## src/rtl/sys86_cpu_pkg.sv

```systemverilog
// Shared constants and helpers for the System86 CPU support controller.
// Default bus-decode addresses, watchdog state encoding and E/Q phase thresholds.
package sys86_cpu_pkg;

  localparam logic [15:0] WDOG_ADDR_DEF = 16'h8000;
  localparam logic [15:0] IACK_ADDR_DEF = 16'h8400;
  localparam logic [15:0] BANK_ADDR_DEF = 16'h8800;

  typedef enum logic {
    WD_RUN   = 1'b0,
    WD_PULSE = 1'b1
  } wd_state_e;

  typedef struct packed {
    int unsigned q_rise;
    int unsigned q_fall;
    int unsigned e_rise;
  } eq_thr_t;

  // Q is high over the middle half of the E period, E over the second half.
  function automatic eq_thr_t eq_thresholds(input int unsigned clk_div);
    eq_thr_t th;
    th.q_rise = clk_div / 4;
    th.q_fall = (3 * clk_div) / 4;
    th.e_rise = clk_div / 2;
    return th;
  endfunction

endpackage

```

## src/rtl/sys86_eq_gen.sv

```systemverilog
// Quadrature E/Q clock generator: free-running phase counter with registered
// E and Q outputs, plus a strobe marking the last clock of each E period.
module sys86_eq_gen
  import sys86_cpu_pkg::*;
#(
  parameter int unsigned CLK_DIV = 4
) (
  input  logic clk,
  input  logic rst_n,
  output logic e_o,
  output logic q_o,
  output logic ph_last_o
);

  localparam int unsigned PH_W = $clog2(CLK_DIV);
  localparam eq_thr_t TH = eq_thresholds(CLK_DIV);
  localparam logic [PH_W-1:0] Q_RISE = PH_W'(TH.q_rise);
  localparam logic [PH_W-1:0] Q_FALL = PH_W'(TH.q_fall);
  localparam logic [PH_W-1:0] E_RISE = PH_W'(TH.e_rise);
  localparam logic [PH_W-1:0] PH_MAX = PH_W'(CLK_DIV - 1);

  logic [PH_W-1:0] ph_q;
  logic [PH_W-1:0] ph_d;
  logic            e_q;
  logic            q_q;

  assign ph_last_o = (ph_q == PH_MAX);
  assign ph_d      = ph_last_o ? '0 : ph_q + 1'b1;

  // E and Q are decoded from the next phase so they line up with ph_q itself.
  always_ff @(posedge clk or negedge rst_n) begin
    if (!rst_n) begin
      ph_q <= '0;
      e_q  <= 1'b0;
      q_q  <= 1'b0;
    end else begin
      // NOTE: non-blocking assignments keep every flop sampling pre-edge values.
      ph_q <= ph_d;
      e_q  <= (ph_d >= E_RISE);
      q_q  <= (ph_d >= Q_RISE) && (ph_d < Q_FALL);
    end
  end

  assign e_o = e_q;
  assign q_o = q_q;

endmodule

```

## src/rtl/sys86_cpu_ctrl.sv

```systemverilog
// System86 CPU support controller: E/Q clocks, committed-write decode,
// VBLANK interrupt, bank latch and a fully synchronous watchdog reset pulse.
module sys86_cpu_ctrl
  import sys86_cpu_pkg::*;
#(
  parameter int unsigned CLK_DIV    = 4,
  parameter int unsigned WDOG_WIDTH = 4,
  parameter int unsigned WDOG_LIMIT = 10,
  parameter int unsigned RES_PULSE  = 16,
  parameter logic [15:0] WDOG_ADDR  = WDOG_ADDR_DEF,
  parameter logic [15:0] IACK_ADDR  = IACK_ADDR_DEF,
  parameter logic [15:0] BANK_ADDR  = BANK_ADDR_DEF,
  parameter int unsigned BANK_WIDTH = 2
) (
  input  logic                  CLK_6M,
  input  logic                  rst_n,
  input  logic                  nVBLK,
  input  logic                  RnW,
  input  logic [15:0]           A,
  input  logic [7:0]            D,
  output logic                  E,
  output logic                  Q,
  output logic                  nRES,
  output logic                  nIRQ,
  output logic [BANK_WIDTH-1:0] BANK,
  output logic [WDOG_WIDTH-1:0] wdog_count
);

  localparam int unsigned PW = $clog2(RES_PULSE + 1);

  logic                  ph_last;
  logic                  vb_s1_q, vb_s2_q, vb_prev_q;
  wd_state_e             state_q;
  logic [PW-1:0]         pulse_q;
  logic [WDOG_WIDTH-1:0] wdog_q;
  logic                  nirq_q;
  logic [BANK_WIDTH-1:0] bank_q;
  logic                  res_active;
  logic                  commit, kick, iack, bank_wr, vb_start, expire;
  logic                  unused_bits;

  sys86_eq_gen #(.CLK_DIV(CLK_DIV)) u_eq_gen (
    .clk       (CLK_6M),
    .rst_n     (rst_n),
    .e_o       (E),
    .q_o       (Q),
    .ph_last_o (ph_last)
  );

  // Synchroniser and edge detector idle high so release never fakes a VBLANK.
  always_ff @(posedge CLK_6M or negedge rst_n) begin
    if (!rst_n) begin
      vb_s1_q   <= 1'b1;
      vb_s2_q   <= 1'b1;
      vb_prev_q <= 1'b1;
    end else begin
      vb_s1_q   <= nVBLK;
      vb_s2_q   <= vb_s1_q;
      vb_prev_q <= vb_s2_q;
    end
  end

  assign res_active = (state_q == WD_PULSE);
  assign vb_start   = vb_prev_q & ~vb_s2_q;
  assign commit     = ph_last & ~RnW & ~res_active;
  assign kick       = commit & (A[15:10] == WDOG_ADDR[15:10]);
  assign iack       = commit & (A[15:10] == IACK_ADDR[15:10]);
  assign bank_wr    = commit & (A[15:11] == BANK_ADDR[15:11]);
  assign expire     = ~res_active & vb_start & ~kick
                    & (wdog_q == WDOG_WIDTH'(WDOG_LIMIT - 1));

  // A kick beats a coincident VBLANK; a VBLANK beats a coincident acknowledge.
  always_ff @(posedge CLK_6M or negedge rst_n) begin
    if (!rst_n) begin
      state_q <= WD_RUN;
      pulse_q <= '0;
      wdog_q  <= '0;
      nirq_q  <= 1'b1;
      bank_q  <= '0;
    end else begin
      unique case (state_q)
        WD_PULSE: begin
          nirq_q  <= 1'b1;
          bank_q  <= '0;
          pulse_q <= pulse_q - 1'b1;
          if (pulse_q == '0) state_q <= WD_RUN;
        end
        WD_RUN: begin
          if (expire) begin
            state_q <= WD_PULSE;
            pulse_q <= PW'(RES_PULSE - 1);
            wdog_q  <= '0;
            nirq_q  <= 1'b1;
            bank_q  <= '0;
          end else begin
            if (kick)          wdog_q <= '0;
            else if (vb_start) wdog_q <= wdog_q + 1'b1;
            if (vb_start)      nirq_q <= 1'b0;
            else if (iack)     nirq_q <= 1'b1;
            if (bank_wr)       bank_q <= D[BANK_WIDTH-1:0];
          end
        end
      endcase
    end
  end

  // rst_n gates nRES directly so the CPU sees reset without waiting for a clock.
  assign nRES       = rst_n & ~res_active;
  assign nIRQ       = nirq_q;
  assign BANK       = bank_q;
  assign wdog_count = wdog_q;

  assign unused_bits = ^{A, D};

endmodule

```

## config.mk

```make
export PLATFORM = sky130hd
export DESIGN_NAME = sys86_cpu_ctrl
export DESIGN_NICKNAME = d
export VERILOG_FILES = /design/src/rtl/sys86_cpu_pkg.sv /design/src/rtl/sys86_eq_gen.sv /design/src/rtl/sys86_cpu_ctrl.sv
export SDC_FILE = /design/constraint.sdc
export NUM_CORES = 1
export LEC_CHECK = 0
export ABC_AREA = 0
export CORE_MARGIN = 2
export CORE_UTILIZATION = 43
export CTS_BUF_LIST = sky130_fd_sc_hd__clkbuf_8
export DETAILED_ROUTE_END_ITERATION = 8
export PLACE_DENSITY = 0.81
export SETUP_SLACK_MARGIN = 0.02
export SLEW_MARGIN = 10
export SYNTH_ARGS = -nofsm -noshare
export SYNTH_HDL_FRONTEND = slang
export SYNTH_SLANG_ARGS = --single-unit
```

## constraint.sdc

```tcl
create_clock -name CLK_6M -period 2.2 [get_ports CLK_6M]
set_input_delay 0.44 -clock CLK_6M [delete_from_list [all_inputs] [get_ports CLK_6M]]
set_output_delay 0.44 -clock CLK_6M [all_outputs]
set_load 0.005 [all_outputs]
```

==> flow_summary.toml, run 1 <==
[global_routing]
grt_pass1_wl_um = 2930
grt-ovfl-total = 0
grt_pass1_vias = 664
grt_max_degree = 20
antenna_found_initial = 0
grtUsageTotal_pct = 15.9

[routing]
drc = 0
wl_um = 1680
vias_per_cell = 5.01
vias = 691
drt_iter0_markers = 6
wl_per_cell_um = 12.2
ant_nets = 0
first_pass_iters = 4

[cts]
cts_resized = 0
clk-insertion-delay-late_ns = 0.26
post_cts_buffers = 0
cts_tree = "built"
cts.path.max_buffers = 2
hold_buffers = 0
cts.sinks = 19
htreeDepth = 1
cts_inserted_buffers = 3
root_buffer = "clkbuf_8"
cts.clk_slew.worst_paths_ns = 0.07

[synth]
syn_area_um2 = 905
yosysWarnings = 0
yosysSeqAreaShare_pct = 53.1
synth_top_family_by_area = "simple AND/OR/NAND/NOR gates"
synth.distinct_cells = 29
syn_inst = 85
synth-xor-area-share_pct = 4.84
synth_simple_gate_area_share_pct = 23.1
synthMuxAreaShare_pct = 0
synthAdderAreaFrac_pct = 5.53
synth_compound_area_share_pct = 10.4
synthesis.nets = 117
avgSynthCellArea_um2 = 10.6
ys_ff_latch = 19

[worst_setup_path]
end_kind = "output pin"
cp-startpoint = "rst_n"
arrival_ns = 1.55
crit_fanout = 2
start_kind = "primary input"
path_class = "in2out"
reg2reg_from = "vb_prev_q"
critical_path_required_ns = 1.76

[timing]
setup_viol_count_final = 0
finalClockSkew_ns = 0.00413
final-hold-violation-count = 0
grt_setup_unrepaired = "no"
relSlewSlack_pct = 77.7
tightest_slew_ns = 0.331
fin_crit_ns = 1.99
tns_ns = 0
fmax_ghz = 0.502
slew_violations = 0
fin_crit_sh_pct = 90.5

[floorplan]
die_y_um = 49.9
fp.dieW_um = 49.9
ios = 38
coreArea_um2 = 1980
row_count = 16
die_area_um2 = 2490
initial_core_util_pct = 45.6

[pwr]
clkPwrFrac_pct = 19.2
seq_power_share_pct = 44.4
p_sw_w = 0.000414
p_per_area_nw_per_um2 = 1040
swShare_pct = 33.1
leakage_nw = 0.496
pwr-share-comb_pct = 36.4
max-vdd-ir-drop_mv = 0.631
cellInternalPower_w = 0.000837

[hold_path]
hold_path.class = "reg2reg"
min_from = "vb_s1_q"

[cells_and_area]
nets = 144
drive_gt1_share_pct = 12.6
n_antenna_cell = 0
fin_area_um2 = 1210
nFillCells = 171
area_growth_pct = 33.5

[status]
status = "finished clean"

[place]
numPortBuffers = 21
placed_area_um2 = 1160
hpwl_um = 1290
place_congestion = 0.652

[job]
cap_violations = 0
[state kept, by name, summed over array words and instances (netlist names)]
signal,flops
pulse_q,5
vb_prev_q,1
u_eq_gen.e_o,1
u_eq_gen.q_o,1
u_eq_gen.ph_q,1
wdog_count,4
nIRQ,1
BANK,2
vb_s1_q,1
res_active,1
vb_s2_q,1
[power by group through the flow]
stage | Sequential (W) | Combinational, W | Clock, W
floorplan | 0.000550 | 0.000265 | 0
CTS | 0.000557 | 0.000467 | 0.000246
global route | 0.000575 | 0.000516 | 0.000262
global placement | 0.000550 | 0.000437 | 0
finish | 0.000555 | 0.000456 | 0.000240
detailed placement | 0.000562 | 0.000465 | 0
[synth_stat cells (all sizes together)]
| cell type | number | area share (%) |
|---|---|---|
| dfrtp | 15 | 41 |
| nand2 | 10 | 4.1 |
| a21oi | 8 | 4.4 |
| nor2 | 6 | 2.5 |
| inv | 5 | 2.1 |
| dfstp | 4 | 12 |
| ha | 4 | 5.5 |
| or3 | 4 | 2.8 |
| xnor2 | 4 | 3.9 |
| o21ai | 3 | 1.7 |
| a31oi | 2 | 1.4 |
| nand2b | 2 | 1.7 |
| nand3 | 2 | 1.1 |
| nor2b | 2 | 1.4 |
| nor3 | 2 | 2.4 |
| nor4b | 2 | 1.9 |
| a22o | 1 | 0.97 |
| a22oi | 1 | 0.83 |
| and3 | 1 | 0.69 |
| buf | 1 | 0.55 |
| clkbuf | 1 | 0.41 |
| nand4bb | 1 | 1.2 |
| nor4 | 1 | 2.4 |
| o21ba | 1 | 1.1 |
| or3b | 1 | 0.97 |
| xor2 | 1 | 0.97 |
[metrics by stage]
stage | hold WS [ns] | setup slack [ns] | instances | power (W) | util [%]
floorplan | 0.144 | 0.533 | 85 | 0.000815 | -
detailed placement | 0.347 | 0.210 | 134 | 0.00103 | 58.6
CTS | 0.357 | 0.197 | 138 | 0.00127 | 60.9
global route | 0.366 | 0.153 | 138 | 0.00135 | 60.9
finish | 0.357 | 0.210 | 138 | 0.00125 | 60.9
global placement | 0.345 | 0.196 | 134 | 0.000987 | 58.6
[routing by layer]
layer  GRT usage [%]  vias to the layer above  part of all wire (%)  wire, um
li1                -                      343                     -         -
met1            20.2                      331                    45       754
met2            26.0                       14                    49       829
met3            3.64                        3                   3.5        59
met4            6.94                        0                   2.0        34
met5               0                        -                     0         0
[cells by family (layout without fill, tap and decap cells)]
group,Yosys count,in the layout
xor gates and xnor gates,5,5
and+or+nand+nor,34,34
AOI/OAI and AO/OA,16,16
DFF,19,19
adders and majority gates,4,4
buffers and inverters,7,33
[layout make-up]
cell class / instances / area (um^2) / share of cell area, %
clock inverters: 1 / 3.75 / 0.311
flip-flops and latches: 19 / 480 / 39.8
inverters: 5 / 18.8 / 1.55
repair buffers: 24 / 233 / 19.3
well taps: 27 / 33.8 / 2.80
multi-input cells: 59 / 397 / 32.8
clock buffers: 3 / 41.3 / 3.42
[placed cells by master, fill, tap and decap left out, drive strengths merged]
master          n
dfstp           4
dfrtp          15
or3             4
nor2            6
and3            1
nand2b          2
nor3            2
a22oi           1
a22o            1
a31oi           2
or3b            1
nor4            1
xor2            1
nor2b           2
clkdlybuf4s50  21
nand4bb         1
o21ba           1
xnor2           4
nand2          10
nor4b           2
inv             6
nand3           2
buf             3
a21oi           8
clkbuf          3
o21ai           3
ha              4
[worst max-delay path, stage by stage]
cell             delay, ns
clkdlybuf4s50_1       0.48
nor2b_1               0.13
clkdlybuf4s50_1       0.50
[worst paths after layout]
check	endpoint	slack [ns]	cells after the start
setup / recovery	nRES	0.21	3
hold / removal	vb_s2_q	0.36	0
setup reg to reg	pulse_q[4]	0.40	4
hold reg to reg	vb_s2_q	0.36	0
max in group asynchronous	vb_prev_q	1.40	2
min in group asynchronous	u_eq_gen.e_o	0.54	2
Power figures use the tool's default switching activity.
==> run 2, diff against run 1 <==
--- a/config.mk
+++ b/config.mk
@@ -6,11 +6,13 @@
 export NUM_CORES = 1
 export LEC_CHECK = 0
 export ABC_AREA = 0
+export CAP_MARGIN = 20
 export CORE_MARGIN = 2
 export CORE_UTILIZATION = 43
 export CTS_BUF_LIST = sky130_fd_sc_hd__clkbuf_8
 export DETAILED_ROUTE_END_ITERATION = 8
 export PLACE_DENSITY = 0.81
+export RECOVER_POWER = 25
 export SETUP_SLACK_MARGIN = 0.02
 export SLEW_MARGIN = 10
 export SYNTH_ARGS = -nofsm -noshare
==> run 2 against run 1 <==
Final cell count unchanged. Design area down 0.31%. Setup slack worse by 0.069 ns. Sequential cell count unchanged. Register-to-register slack about the same. Clock skew about the same. Combinational power about the same. Largest power group unchanged.
==> flow_summary.toml, run 2 (same netlist as run 1, synthesis figures left out) <==
[routing]
wl_per_cell_um = 12.1
wl_um = 1680
vias = 690
ant_nets = 0
vias_per_cell = 5.00
drc = 0
first_pass_iters = 4
drt_iter0_markers = 6

[cells_and_area]
n_antenna_cell = 0
nFillCells = 171
final_cell_mix = "clkdlybuf4s50_1 (19), dfrtp_1 (15), nand2_1 (10), a21oi_1 (8)"
nets = 144
area_growth_pct = 33.1
regArea_um2 = 480
drive_gt1_share_pct = 10.8
regMostFlops = "pulse_q"
layout_commonest_cell = "clkdlybuf4s50_1"
largest_reg_flops = 5
fin_area_um2 = 1200
multi_input_area_um2 = 397

[timing]
tns_ns = 0
tightest_slew_ns = 0.995
final-hold-violation-count = 0
setup_viol_count_final = 0
slew_violations = 0
grt_setup_unrepaired = "no"
relSlewSlack_pct = 33.6
hold_slack_ns = 0.362
fin_crit_ns = 2.06
fmax_ghz = 0.486
finalClockSkew_ns = 0.00374
fin_crit_sh_pct = 93.6

[global_routing]
antenna_found_initial = 0
grt_pass1_wl_um = 2930
grt_pass1_vias = 664
grt-ovfl-total = 0
grtUsageTotal_pct = 15.9
grt_max_degree = 20

[job]
cap_violations = 0

[place]
place_congestion = 0.652
placed_area_um2 = 1160
hpwl_um = 1290
numPortBuffers = 21

[floorplan]
initial_core_util_pct = 45.6
die_y_um = 49.9
row_count = 16
die_area_um2 = 2490
fp.dieW_um = 49.9
coreArea_um2 = 1980
ios = 38

[worst_setup_path]
end_kind = "output pin"
slowest_stage = "dlygate4sd3_1"
reg2reg_from = "vb_prev_q"
cp_slowest_stage_delay_ns = 0.54
cp-startpoint = "rst_n"
critical_path_required_ns = 1.76
start_kind = "primary input"
path_cells = "dlygate4sd3_1 -> nor2b_1 -> clkdlybuf4s50_1"
arrival_ns = 1.62
path_class = "in2out"
crit_fanout = 2
reg2reg_slack_ns = 0.40

[cts]
htreeDepth = 1
cts.path.max_buffers = 2
cts_inserted_buffers = 3
post_cts_buffers = 0
cts_tree = "built"
cts.sinks = 19
clk-insertion-delay-late_ns = 0.26
cts_resized = 0
root_buffer = "clkbuf_8"
hold_buffers = 0
cts.clk_slew.worst_paths_ns = 0.07

[hold_path]
min_from = "vb_s1_q"
hold_path.class = "reg2reg"

[pwr]
p_per_area_nw_per_um2 = 1040
max-vdd-ir-drop_mv = 0.629
leakage_nw = 0.492
power_w = 0.00125

[status]
status = "finished clean"
-- run 2: cell count changes in the layout (fill, tap and decap cells not counted) --
cell	delta
buf_4	-1
clkbuf_1	+1
clkdlybuf4s50_1	-2
dfstp_1	+1
dfstp_2	-1
dlygate4sd3_1	+2
-- run 2: per-layer routing --
layer	routed length (um)	track usage [%]	vias up	part of all wire (%)
met4	34	6.94	0	2.0
met2	825	26.0	14	49
met5	0	0	-	0
li1	-	-	343	-
met1	756	20.2	330	45
met3	59	3.64	3	3.5
-- run 2: critical path, delay by kind of cell --
| family | cells | cell delay (ns) |
|---|---|---|
| buffers and inverters | 2 | 1.04 |
| AND/OR/NAND/NOR | 1 | 0.13 |
-- run 2: layout make-up --
type                       instances  area share (%)
sequential                        19            39.9
inverter                           5            1.56
clock inverter                     1           0.312
tap                               27            2.81
timing repair buffer              24            19.0
clock buffer                       3            3.43
multi-input combinational         59            33.0
-- run 2: per-stage QoR --
step	utilization, %	setup slack, ns	instances
global route	60.7	0.0863	138
finish	60.7	0.140	138
global placement	58.6	0.196	134
detailed placement	58.6	0.210	134
CTS	60.9	0.197	138
floorplan	-	0.533	85
-- run 2: power by group --
| group | internal (W) | leakage (nW) | switching [W] | total, W |
|---|---|---|---|---|
| sequential | 0.000455 | 0.217 | 0.0000993 | 0.000554 |
| clock | 0.000124 | 0.0269 | 0.000116 | 0.000240 |
| combinational | 0.000256 | 0.248 | 0.000198 | 0.000454 |
| total | 0.000835 | 0.492 | 0.000413 | 0.00125 |
-- run 2: worst paths after layout --
path / endpoint / cells after the start
max reg2reg: pulse_q[4] / 4
min: vb_s2_q / 0
min reg2reg: vb_s2_q / 0
max in group asynchronous: u_eq_gen.ph_q[0] / 2
max: nRES / 3
min in group asynchronous: u_eq_gen.e_o / 2
==> run 3, diff against run 2 <==
--- a/config.mk
+++ b/config.mk
@@ -11,6 +11,7 @@
 export CORE_UTILIZATION = 43
 export CTS_BUF_LIST = sky130_fd_sc_hd__clkbuf_8
 export DETAILED_ROUTE_END_ITERATION = 8
+export HOLD_SLACK_MARGIN = 0.15
 export PLACE_DENSITY = 0.81
 export RECOVER_POWER = 25
 export SETUP_SLACK_MARGIN = 0.02
==> results of run 3 <==
The final DEF is identical to that of run 2; final timing and power are the same.
